<file path="config.mk">
export PLATFORM = sky130hd
export DESIGN_NAME = result_router_flat
export DESIGN_NICKNAME = d
export VERILOG_FILES = /design/src/rtl/cpu_route_pkg.sv /design/src/rtl/result_router_if.sv /design/src/rtl/result_fifo.sv /design/src/rtl/result_router.sv /design/src/flat_wrapper.sv
export SDC_FILE = /design/constraint.sdc
export NUM_CORES = 1
export LEC_CHECK = 0
export ABC_AREA = 1
export CORE_MARGIN = 2
export CORE_UTILIZATION = 50
export CTS_CLUSTER_DIAMETER = 30
export DETAILED_ROUTE_END_ITERATION = 8
export PLACE_DENSITY = 0.92
export SETUP_SLACK_MARGIN = 0.2
export SKIP_LAST_GASP = 1
export SLEW_MARGIN = 20
export SYNTH_ARGS = -nofsm -noshare
export SYNTH_HDL_FRONTEND = slang
export SYNTH_SLANG_ARGS = --single-unit
export TNS_END_PERCENT = 1
</file>
<file path="constraint.sdc">
create_clock -name clk -period 3.2 [get_ports clk]
set_input_delay 0.48 -clock clk [delete_from_list [all_inputs] [get_ports clk]]
set_output_delay 0.48 -clock clk [all_outputs]
set_load 0.02 [all_outputs]
</file>
<file path="src/rtl/cpu_route_pkg.sv">
// Shared routing definitions for the ALU-result steering path: destination
// lane indices, the dest-index width helper and the {dest, data} entry type.
package cpu_route_pkg;

  localparam int unsigned DEST_GPR = 0;
  localparam int unsigned DEST_RAM = 1;
  localparam int unsigned DEST_PC  = 2;

  localparam int unsigned ROUTE_WIDTH    = 32;
  localparam int unsigned ROUTE_NUM_DEST = 3;

  // Width of a destination index able to address n lanes (at least 1 bit).
  function automatic int unsigned dest_w(input int unsigned n);
    return (n < 2) ? 1 : $clog2(n);
  endfunction

  // Entry for the default CPU configuration, shared with decoder and operand select.
  typedef struct packed {
    logic [dest_w(ROUTE_NUM_DEST)-1:0] dest;
    logic [ROUTE_WIDTH-1:0]            data;
  } route_entry_t;

endpackage

</file>
<file path="src/rtl/result_router_if.sv">
// Producer/consumer bundle of the result router: push side, per-lane
// delivery side, flush and status.
interface result_router_if #(
  parameter int unsigned WIDTH    = 32,
  parameter int unsigned NUM_DEST = 3,
  parameter int unsigned DEPTH    = 4
);
  import cpu_route_pkg::*;

  localparam int unsigned DEST_W = dest_w(NUM_DEST);

  logic                      in_valid;
  logic                      in_ready;
  logic [DEST_W-1:0]         in_dest;
  logic [WIDTH-1:0]          in_data;
  logic [NUM_DEST-1:0]       out_valid;
  logic [NUM_DEST*WIDTH-1:0] out_data;
  logic [NUM_DEST-1:0]       out_ready;
  logic                      flush;
  logic [$clog2(DEPTH+1)-1:0] count;
  logic                      err_dest;

  // Environment side: producer, consumers and branch unit.
  modport master (
    output in_valid, in_dest, in_data, out_ready, flush,
    input  in_ready, out_valid, out_data, count, err_dest
  );

  // Router side.
  modport slave (
    input  in_valid, in_dest, in_data, out_ready, flush,
    output in_ready, out_valid, out_data, count, err_dest
  );
endinterface

</file>
<file path="src/rtl/result_fifo.sv">
// DEPTH-entry FIFO with explicit occupancy counter and synchronous flush.
// Storage is not reset; only pointers and count are.
module result_fifo #(
  parameter int unsigned W     = 34,
  parameter int unsigned DEPTH = 4
) (
  input  logic                       clk,
  input  logic                       rst,
  input  logic                       push_i,
  input  logic                       pop_i,
  input  logic                       flush_i,
  input  logic [W-1:0]               wdata_i,
  output logic [W-1:0]               rdata_o,
  output logic [$clog2(DEPTH+1)-1:0] count_o,
  output logic                       full_o,
  output logic                       empty_o
);
  localparam int unsigned PTR_W = $clog2(DEPTH);
  localparam int unsigned CNT_W = $clog2(DEPTH+1);

  logic [W-1:0]     mem_q [DEPTH];
  logic [PTR_W-1:0] wr_ptr_q, wr_ptr_d;
  logic [PTR_W-1:0] rd_ptr_q, rd_ptr_d;
  logic [CNT_W-1:0] count_q, count_d;
  logic             do_push, do_pop;

  assign full_o  = (count_q == CNT_W'(DEPTH));
  assign empty_o = (count_q == '0);
  assign do_push = push_i && !full_o && !flush_i;
  assign do_pop  = pop_i && !empty_o;
  assign rdata_o = mem_q[rd_ptr_q];
  assign count_o = count_q;

  // Next pointer/count; DEPTH is a power of two so pointers wrap naturally.
  always_comb begin
    wr_ptr_d = wr_ptr_q;
    rd_ptr_d = rd_ptr_q;
    count_d  = count_q;
    if (flush_i) begin
      wr_ptr_d = '0;
      rd_ptr_d = '0;
      count_d  = '0;
    end else begin
      if (do_push) wr_ptr_d = wr_ptr_q + PTR_W'(1);
      if (do_pop)  rd_ptr_d = rd_ptr_q + PTR_W'(1);
      case ({do_push, do_pop})
        2'b10:   count_d = count_q + CNT_W'(1);
        2'b01:   count_d = count_q - CNT_W'(1);
        default: count_d = count_q;
      endcase
    end
  end

  // Pointer and occupancy registers; reset beats flush and handshakes.
  always_ff @(posedge clk) begin
    if (rst) begin
      wr_ptr_q <= '0;
      rd_ptr_q <= '0;
      count_q  <= '0;
    end else begin
      wr_ptr_q <= wr_ptr_d;
      rd_ptr_q <= rd_ptr_d;
      count_q  <= count_d;
    end
  end

  // Entry storage, written only on an accepted push.
  always_ff @(posedge clk) begin
    if (do_push) mem_q[wr_ptr_q] <= wdata_i;
  end

endmodule

</file>
<file path="src/rtl/result_router.sv">
// Buffers tagged ALU results and presents the FIFO head to exactly one
// destination lane; entries with an out-of-range dest are dropped with err_dest.
module result_router
  import cpu_route_pkg::*;
#(
  parameter int unsigned WIDTH    = 32,
  parameter int unsigned NUM_DEST = 3,
  parameter int unsigned DEPTH    = 4
) (
  input  logic             clk,
  input  logic             rst,
  result_router_if.slave   bus
);
  localparam int unsigned DEST_W  = dest_w(NUM_DEST);
  localparam int unsigned ENTRY_W = DEST_W + WIDTH;

  typedef struct packed {
    logic [DEST_W-1:0] dest;
    logic [WIDTH-1:0]  data;
  } entry_t;

  entry_t wr_entry, head;
  logic   full, empty, push, pop, head_legal, lane_pop, drop;

  assign wr_entry     = '{dest: bus.in_dest, data: bus.in_data};
  assign bus.in_ready = !full && !bus.flush;
  assign push         = bus.in_valid && bus.in_ready;

  result_fifo #(
    .W     (ENTRY_W),
    .DEPTH (DEPTH)
  ) u_fifo (
    .clk     (clk),
    .rst     (rst),
    .push_i  (push),
    .pop_i   (pop),
    .flush_i (bus.flush),
    .wdata_i (wr_entry),
    .rdata_o (head),
    .count_o (bus.count),
    .full_o  (full),
    .empty_o (empty)
  );

  assign head_legal = (32'(head.dest) < NUM_DEST);

  // Lane demux of the registered head: one-hot valid, unselected lanes zero.
  always_comb begin
    bus.out_valid = '0;
    bus.out_data  = '0;
    for (int unsigned i = 0; i < NUM_DEST; i++) begin
      if (!empty && head_legal && (head.dest == DEST_W'(i))) begin
        bus.out_valid[i]               = 1'b1;
        bus.out_data[i*WIDTH +: WIDTH] = head.data;
      end
    end
  end

  // Illegal heads pop themselves in the cycle they appear and flag err_dest.
  assign lane_pop     = |(bus.out_valid & bus.out_ready);
  assign drop         = !empty && !head_legal;
  assign pop          = lane_pop || drop;
  assign bus.err_dest = drop;

endmodule

</file>
<file path="src/flat_wrapper.sv">
// flat-port wrapper written by rule: the top's interface ports become plain ports
module result_router_flat import cpu_route_pkg::*;
#(
  parameter int unsigned WIDTH    = 32,
  parameter int unsigned NUM_DEST = 3,
  parameter int unsigned DEPTH    = 4
)
  (clk, rst, bus_in_valid, bus_in_dest, bus_in_data, bus_out_ready, bus_flush, bus_in_ready, bus_out_valid, bus_out_data, bus_count, bus_err_dest);
  result_router_if #(.WIDTH(WIDTH), .NUM_DEST(NUM_DEST), .DEPTH(DEPTH)) bus_i ();
  input  logic clk;
  input  logic rst;
  input wire logic [$bits(bus_i.in_valid)-1:0] bus_in_valid;
  input wire logic [$bits(bus_i.in_dest)-1:0] bus_in_dest;
  input wire logic [$bits(bus_i.in_data)-1:0] bus_in_data;
  input wire logic [$bits(bus_i.out_ready)-1:0] bus_out_ready;
  input wire logic [$bits(bus_i.flush)-1:0] bus_flush;
  output wire logic [$bits(bus_i.in_ready)-1:0] bus_in_ready;
  output wire logic [$bits(bus_i.out_valid)-1:0] bus_out_valid;
  output wire logic [$bits(bus_i.out_data)-1:0] bus_out_data;
  output wire logic [$bits(bus_i.count)-1:0] bus_count;
  output wire logic [$bits(bus_i.err_dest)-1:0] bus_err_dest;
  assign bus_i.in_valid = bus_in_valid;
  assign bus_i.in_dest = bus_in_dest;
  assign bus_i.in_data = bus_in_data;
  assign bus_i.out_ready = bus_out_ready;
  assign bus_i.flush = bus_flush;
  assign bus_in_ready = bus_i.in_ready;
  assign bus_out_valid = bus_i.out_valid;
  assign bus_out_data = bus_i.out_data;
  assign bus_count = bus_i.count;
  assign bus_err_dest = bus_i.err_dest;
  result_router #(.WIDTH(WIDTH), .NUM_DEST(NUM_DEST), .DEPTH(DEPTH)) u_core (.clk(clk), .rst(rst), .bus(bus_i));
endmodule
</file>
==> results.md <==
- Status: finished clean
- Worst Clk Skew: 7.59 ps
- Nets: 715
- Overflow after GRT: 0
- Final setup viols: 0
- Most common cell after layout, fill and taps aside: clkdlybuf4s50_1
- Clk root buf: clkbuf_16
- Cell area after synthesis: 0.00612 mm²
- All-Layer GR Usage: 24.2%
- EDFF count, synth: 136
- Synth unique cells: 24
- Rel. slew slack: 63.4%
- Crit share post-route: 96.4%
- CTS tree: built
- Kind of capture point of the worst setup path: output port
- Worst min path class: reg2reg
- RSZ-0062 raised after global routing: yes
- DP Cell Count: 796
- DRC viols: 0
- Setup TNS: 0 ps
- Antenna violations before repair: 0
- I/O pin count: 145
- Syn Inst Count: 523
- Clk Latency, worst-skew pair: 420 ps
- Die X: 115 µm
- Seq cells post-synth: 145
- Die area: 0.0131 mm²
- Most frequent cells in the layout: clkdlybuf4s50_1 (142), edfxtp_1 (136), nand2_1 (123)
- Inserted Clock Buffers: 17
- CP required: 2720 ps
- Htree depth: 4
- CTS Hold Buffers Added: 0
- Final instance area: 0.00832 mm²
- Max rail drop VDD: 424 µV
- Yosys Warn Count: 0
- # clock sinks: 145
- Pins over their slew limit: 0
- # fillers: 786
- Mapped Nets: 570
- Avg WL per Cell: 18.6 µm
- Final Hold Vio Count: 0
- Pwr/cell area: 533 mW/mm²
- Layout Area Growth over Synthesis: 35.9%
- Min cycle time layout: 3090 ps
- Vias in the first global route: 4687
- CTS clk-pin slew, worst paths: 50 ps
- Worst path arrival time: 2610 ps
- # rows: 40
- Sequential fraction of the synthesis area: 69.7%
- First-pass GRT wire length: 23700 µm
- Ys async rst share: 0%
- Area of the multi-input gates: 0.00164 mm²
- Post-DP HPWL: 9540 µm
- Die Ht: 115 µm
- Top FF cell, synth: edfxtp_1
- GP Congestion: 0.863
- Via count: 4590
- DR iter-0 viols: 407
- Share of cells above drive strength 1: 8.22%
- Clock Tree Buf Depth: 2
- Diode count: 0
- Power, Total: 4.44 mW
- Vias per cell: 5.54
- IO Port Bufs: 144
- FF+latch area: 0.00427 mm²
- Initial Util: 51.2%
- Maximum number of pins on one net before global-route repair: 65
- Setup crit start kind: register
- DR pass1 iterations: 5
- Area of placed instances: 0.00770 mm²
- Routed WL: 15400 µm
- Core area: 0.0120 mm²
- Mean area per synthesized cell: 11.7 µm²
- FMAX: 324 MHz
- Post-route ant nets: 0
- Critical path class: reg2out
- Critical-path maximum fanout: 32
- MaxCap Viol Count: 0
- Non-Filler Instances: 828
- Worst slew pin tran: 548 ps
- Leak: 3.04 nW
registers in the layout (all words and copies together), names as in the netlist, named ones only:
name / count
u_core.u_fifo.mem_q: 136
u_core.u_fifo.count_o: 3
u_core.u_fifo.rd_ptr_q: 2
u_core.u_fifo.wr_ptr_q: 2
worst paths after layout:
kind / startpoint / endpoint / slack (ps) / cells after the start
max: register / bus_out_data[72] / 110 / 9
min: u_core.u_fifo.count_o[2] / u_core.u_fifo.count_o[2] / 530 / 1
max reg2reg: register / u_core.u_fifo.count_o[2] / 550 / 15
min reg2reg: u_core.u_fifo.count_o[2] / u_core.u_fifo.count_o[2] / 530 / 1
metal layers:
layer  vias up  track usage, %  part of all wire (%)
li1       2135               -                     -
met1      2218            26.5                    36
met2       202            43.5                    55
met3        35            6.09                   6.0
met4         0            12.3                   3.0
met5         -               0                     0
cell usage after synthesis (2+ instances only):
master,count,area (µm²)
o21ai_0,5,25.0
inv_1,14,52.6
nand4_1,2,12.5
a21oi_1,40,200
edfxtp_1,136,4080
nand3_1,6,30.0
buf_2,21,105
a32o_1,32,320
dfxtp_1,9,180
ha_1,5,62.6
nor2_4,2,22.5
nor2_2,2,12.5
buf_6,6,67.6
nand2_2,2,12.5
clkbuf_1,2,7.51
nor2_1,105,394
inv_2,4,15.0
nand2_1,124,465
cells by family after synthesis:
| group | share of synthesized area (%) |
|---|---|
| and+or+nand+nor | 15.6 |
| AOI/OAI and AO/OA | 9.16 |
| adders and majority gates | 1.35 |
| xor gates and xnor gates | 0.143 |
| DFF | 69.7 |
| buffers and inverters | 4.11 |
final cells by class:
class	count	share of cell area (%)
Clock buffer	20	5.25
Clock inverter	12	2.00
Inverter	18	0.872
Multi-Input combinational cell	330	19.8
Sequential cell	145	51.3
Tap cell	147	2.21
Timing Repair Buffer	156	18.6
per-stage QoR:
| stage | hold WS, ps | utilization (%) | worst slack, ps |
|---|---|---|---|
| 4_1_cts | 533 | 69.5 | 122 |
| 2_1_floorplan | 481 | - | 15.4 |
| 5_1_grt | 554 | 69.6 | 9.21 |
| 3_3_place_gp | 479 | 64.4 | 470 |
| 6_report | 532 | 69.6 | 114 |
| 3_5_place_dp | 514 | 64.4 | 330 |
worst max-delay path: stages, from the launching register on:
cell and delay, ps:
dfxtp_4 470, inv_2 110, nand2_1 110, nand3_1 100, nand2_2 140, nand2_2 110
nor2_4 140, inv_4 170, nor2_1 210, clkdlybuf4s50_1 630
where the power goes:
part	switching [mW]	leakage, nW	internal, mW
registers	0.0125	1.31	2.11
clock network	0.719	0.289	1.30
logic	0.174	1.44	0.129
what timing repair did:
| action | CTS | global route |
|---|---|---|
| endpoints found under the hold margin | 0 | 0 |
| gates cloned | 0 | 0 |
| endpoints found under the setup margin | 97 | 95 |
| buffers inserted | 0 | 0 |
| gates resized for setup | 7 | 1 |
Note: power is estimated with default switching activity, not from simulation.
==> patch 1, RTL diff (same settings) <==
`WIDTH` is set to 32 in 3 places; all go to 40.
--- a/src/rtl/result_router_if.sv
+++ b/src/rtl/result_router_if.sv
@@ -1,7 +1,7 @@
 // Producer/consumer bundle of the result router: push side, per-lane
 // delivery side, flush and status.
 interface result_router_if #(
-  parameter int unsigned WIDTH    = 32,
+  parameter int unsigned WIDTH    = 40,
   parameter int unsigned NUM_DEST = 3,
   parameter int unsigned DEPTH    = 4
 );
--- a/src/rtl/result_router.sv
+++ b/src/rtl/result_router.sv
@@ -3,7 +3,7 @@
 module result_router
   import cpu_route_pkg::*;
 #(
-  parameter int unsigned WIDTH    = 32,
+  parameter int unsigned WIDTH    = 40,
   parameter int unsigned NUM_DEST = 3,
   parameter int unsigned DEPTH    = 4
 ) (
--- a/src/flat_wrapper.sv
+++ b/src/flat_wrapper.sv
@@ -1,7 +1,7 @@
 // flat-port wrapper written by rule: the top's interface ports become plain ports
 module result_router_flat import cpu_route_pkg::*;
 #(
-  parameter int unsigned WIDTH    = 32,
+  parameter int unsigned WIDTH    = 40,
   parameter int unsigned NUM_DEST = 3,
   parameter int unsigned DEPTH    = 4
 )
Interface: changed (resized bus_in_data and bus_out_data); port bits go from 145 to 177. No check against the original RTL was run, so the function may have changed too.
==> patch 1 against the unedited design <==
Largest power group unchanged. Setup slack got worse by 210 ps. Via count increased by 23%. Worst hold slack got worse by 14 ps. The flow now finishes with violations (setup timing). Total power grew 14%. Area after synthesis is 21% higher. Critical endpoint is now bus_out_data[21]. Final area is 21% higher. Sequential cell count is 32 higher. Routed wire length grew 27%. Critical path type unchanged.
==> patch 1: results (changes against the unedited design) <==
Clock tree
  • Clk_lat worst skew: 420 ps (about the same)
  • CTS buffer count: 17 (unchanged)
  • Clk slew on worst S/H paths: 70 ps (+20 ps)
  • Clock root cell: clkbuf_16
  • PostCTS Resize Cnt: 8 (+1)

Synthesis
  • Post-synth top cells: 168 x edfxtp_1, 149 x nand2_1, 130 x nor2_1
  • Number of synthesized flops with an enable pin: 168 (+24%)
  • Sequential share of the synthesized area: 0.706 (+0.00974)
  • Adder-Cell Fraction of Synth Area: 0.0112 (-0.00233)
  • XOR/XNOR share of the synthesized area: 0.00118 (-0.000247)
  • Synth top area cells: edfxtp_1 68%, nand2_1 7.6%, nor2_1 6.6%, a32o_1 5.4%, a21oi_1 3.2%
  • Syn Nets: 683 (+20%)
  • Mux contribution to synthesized area: 0 (unchanged)
  • Synth Area in Compound Gates: 0.0920 (+0.000441)
  • Distinct cells, synth: 25 (+4.2%)

STA
  • Max Clock Skew: 16.5 ps (+8.91 ps)
  • Worst hold slack: 518 ps (-13.8 ps)
  • Final worst slack: -93.4 ps (-207 ps)
  • Setup TNS: -693 ps (-693 ps)
  • Slew headroom: 0.670 (+0.0363)
  • Final setup viols: 29 (+29)

Critical path
  • Worst-path fanout max: 20 (-38%)
  • CP max stage cell: clkdlybuf4s50_1
  • FF-to-FF setup slack: 590 ps (+40 ps)
  • Crit path to: bus_out_data[21]
  • Arr. time, crit path: 2810 ps (+200 ps)

Pwr
  • Maximum VDD drop: 0.000325 V (-23%)
  • Combinational Power Share: 0.073 (+0.005)
  • Leak pwr: 3.67 nW (+21%)
  • Sw frac: 0.206 (+0.00218)
  • Clock power frac: 0.417 (-0.037)

Global route
  • First-pass GRT wire length: 29.9 mm (+26%)
  • GRT Resource Usage Total: 0.248 (+0.00514)
  • Number of global-route vias before repair: 5,508 (+18%)
  • Largest net degree at the start of global routing: 81 (+25%)
  • Initial antenna violation count: 1 (+1)

Hold path
  • Hold Path Class: flop to flop
  • Hold Path Depth: 1 (unchanged)

Routing
  • Routed vias/inst: 5.64 (+1.7%)
  • Iter 0 DRT Violations: 587 (+44%)
  • Routed wire length: 19.7 mm (+27%)

Placement
  • Hpwl dp: 12.0 mm (+26%)
  • Post-place setup slack: 283 ps (-46.6 ps)
  • IO Port Bufs: 176 (+22%)
  • Placed Instance Area: 9410 um^2 (+22%)
  • Routability cong.: 0.766 (-11%)

Status
  • Status: finished, violations left
  • Failing checks: setup timing

Layout
  • Layout cells sized above 1: 0.0763 (-0.00597)
  • Nets@finish: 855 (+20%)
  • Flip-flop count of the largest register after layout: 168 (+24%)
-- patch 1: stage by stage --
| stage | power [mW] | cells |
|---|---|---|
| 2_1_floorplan | 2.81 | 628 |
| 3_3_place_gp | 2.98 | 965 |
| 3_5_place_dp | 3.00 | 965 |
| 4_1_cts | 5.08 | 997 |
| 5_1_grt | 5.21 | 998 |
| 6_report | 5.08 | 998 |
-- patch 1: final cells by class --
cell class,instances,area [um^2]
Timing Repair Buffer,192,1960
Inverter,18,72.6
Fill cell,945,4420
Antenna cell,1,2.50
Clock buffer,25,561
Multi-Input combinational cell,394,1940
Tap cell,184,230
Clock inverter,7,65.1
Sequential cell,177,5230
-- patch 1: layer usage --
layer	up-vias	part of all wire	global-route usage
met4	0	0.039	0.130
met5	-	0	0
met1	2664	0.35	0.289
li1	2565	-	-
met3	50	0.076	0.0595
met2	345	0.53	0.425
==> patch 2, RTL diff (same flow settings) <==
Without the edit above. Reset style: asynchronous (`rst`), changed in one clocked block.
--- a/src/rtl/result_fifo.sv
+++ b/src/rtl/result_fifo.sv
@@ -52,7 +52,7 @@
   end
 
   // Pointer and occupancy registers; reset beats flush and handshakes.
-  always_ff @(posedge clk) begin
+  always_ff @(posedge clk or posedge rst) begin
     if (rst) begin
       wr_ptr_q <= '0;
       rd_ptr_q <= '0;
Behaviour: differs if rst is asserted again (counterexample within 4 cycles, from zero or initial values and one cycle with rst high); with rst held inactive, the same outputs for 4 cycles.
==> patch 2 against the unedited design <==
Clock skew grew 6.1 ps. Area after synthesis decreased by 0.45%. Final area is 0.39% lower. Sequential cell count fell by 2. Non-clock buffer count is 5 higher. Count of clock-buffer cells in the layout decreased by 2. Die area fell by 0.44%. Via count shrank 0.11%. Sequential share of layout area up 0.11 points. Setup slack got worse by 100 ps. Routed wire length shrank 5.7%. Highest routed layer unchanged.
Power is not compared: it rests on default switching activity, and its combinational part moved more than twofold at a synthesized area within 25%.
==> patch 2: results (changes against the unedited design) <==
Hold path
  • Hold Path Class: input pin to async pin

Global route
  • GRT Resource Usage Total: 0.229 (-0.0134)
  • Met1 usage: 0.277 (+0.0120)

Critical path
  • Worst-path fanout max: 37 (+16%)
  • Arr. time, crit path: 2710 ps (+100 ps)

Placement
  • Hpwl dp: 9.14 mm (-4.1%)
  • Placed Instance Area: 7750 um^2 (+0.75%)
  • Post-place setup slack: 407 ps (+77.1 ps)
  • Routability cong.: 0.769 (-11%)

Synthesis
  • Synth async-reset ratio: 0.0490 (+0.0490)
  • Syn Nets: 567 (-0.53%)
  • Post-synth top cells: 136 x edfxtp_1, 122 x nand2_1, 105 x nor2_1
  • Synth top area cells: edfxtp_1 67%, nand2_1 7.5%, nor2_1 6.5%, a32o_1 5.3%, dfrtp_1 2.9%
  • Distinct cells, synth: 28 (+17%)
  • Synthesized cell area: 6090 um^2 (-0.45%)

Routing
  • DR vias: 4,585 (-0.11%)
  • Met3 Routed Length: 1.03 mm (+11%)
  • M1 wire length: 5.73 mm (+2.0%)
  • Routed wire length: 14.5 mm (-5.7%)

Clock tree
  • PostCTS Resize Cnt: 2 (-5)

Layout
  • Layout cells sized above 1: 0.0997 (+0.0175)
  • Nets@finish: 716 (+0.14%)

STA
  • Least-Margin Pin Slew: 423 ps (-125 ps)
  • Max Clock Skew: 13.7 ps (+6.08 ps)

Status
  • Status: completed
-- patch 2: stage by stage --
step	instances	TNS, ps	hold WS, ps	util
finish	829	0	308	0.693
global route	829	-5800	323	0.693
CTS	829	-10.1	301	0.693
detailed placement	798	0	579	0.648
global placement	798	0	542	0.648
floorplan	521	-4270	283	-
-- patch 2: path summary, 6_finish.rpt --
path | start | endpoint | slack (ps)
max in group asynchronous | rst | u_core.u_fifo.rd_ptr_q[0] | 2630
min in group clk | u_core.u_fifo.wr_ptr_q[0] | u_core.u_fifo.wr_ptr_q[0] | 580
worst min register to register | u_core.u_fifo.wr_ptr_q[0] | u_core.u_fifo.wr_ptr_q[0] | 580
worst max register to register | u_core.u_fifo.rd_ptr_q[0] | u_core.u_fifo.count_o[2] | 790
worst max-delay path | u_core.u_fifo.rd_ptr_q[0] | bus_out_data[70] | 10
worst min-delay path | rst | u_core.u_fifo.count_o[1] | 310
-- patch 2: logic make-up after synthesis --
| logic type | count (synthesis) | share of synthesized area |
|---|---|---|
| AND/OR/NAND/NOR | 252 | 0.168 |
| flip-flops | 143 | 0.699 |
| AO/OA/AOI/OAI | 70 | 0.0852 |
| buffers and inverters | 50 | 0.0349 |
| adder cells (fa/ha/maj) | 5 | 0.0115 |
| XOR/XNOR | 1 | 0.00144 |
-- patch 2: final cells by class --
class / count / area (um^2)
sequential: 143 / 4260
fill: 780 / 3670
multi-input combinational: 328 / 1650
timing repair buffer: 161 / 1580
clock buffer: 18 / 429
tap: 147 / 184
clock inverter: 13 / 100
inverter: 19 / 78.8
-- patch 2: critical path, cell delays in order, from the launching register on --
cell,delay [ps]
dfrtp_2,480
inv_8,210
nand2_1,120
nand3_1,80
nand2_1,110
nor2_1,160
inv_1,60
buf_4,260
nor2_1,160
clkdlybuf4s50_1,630
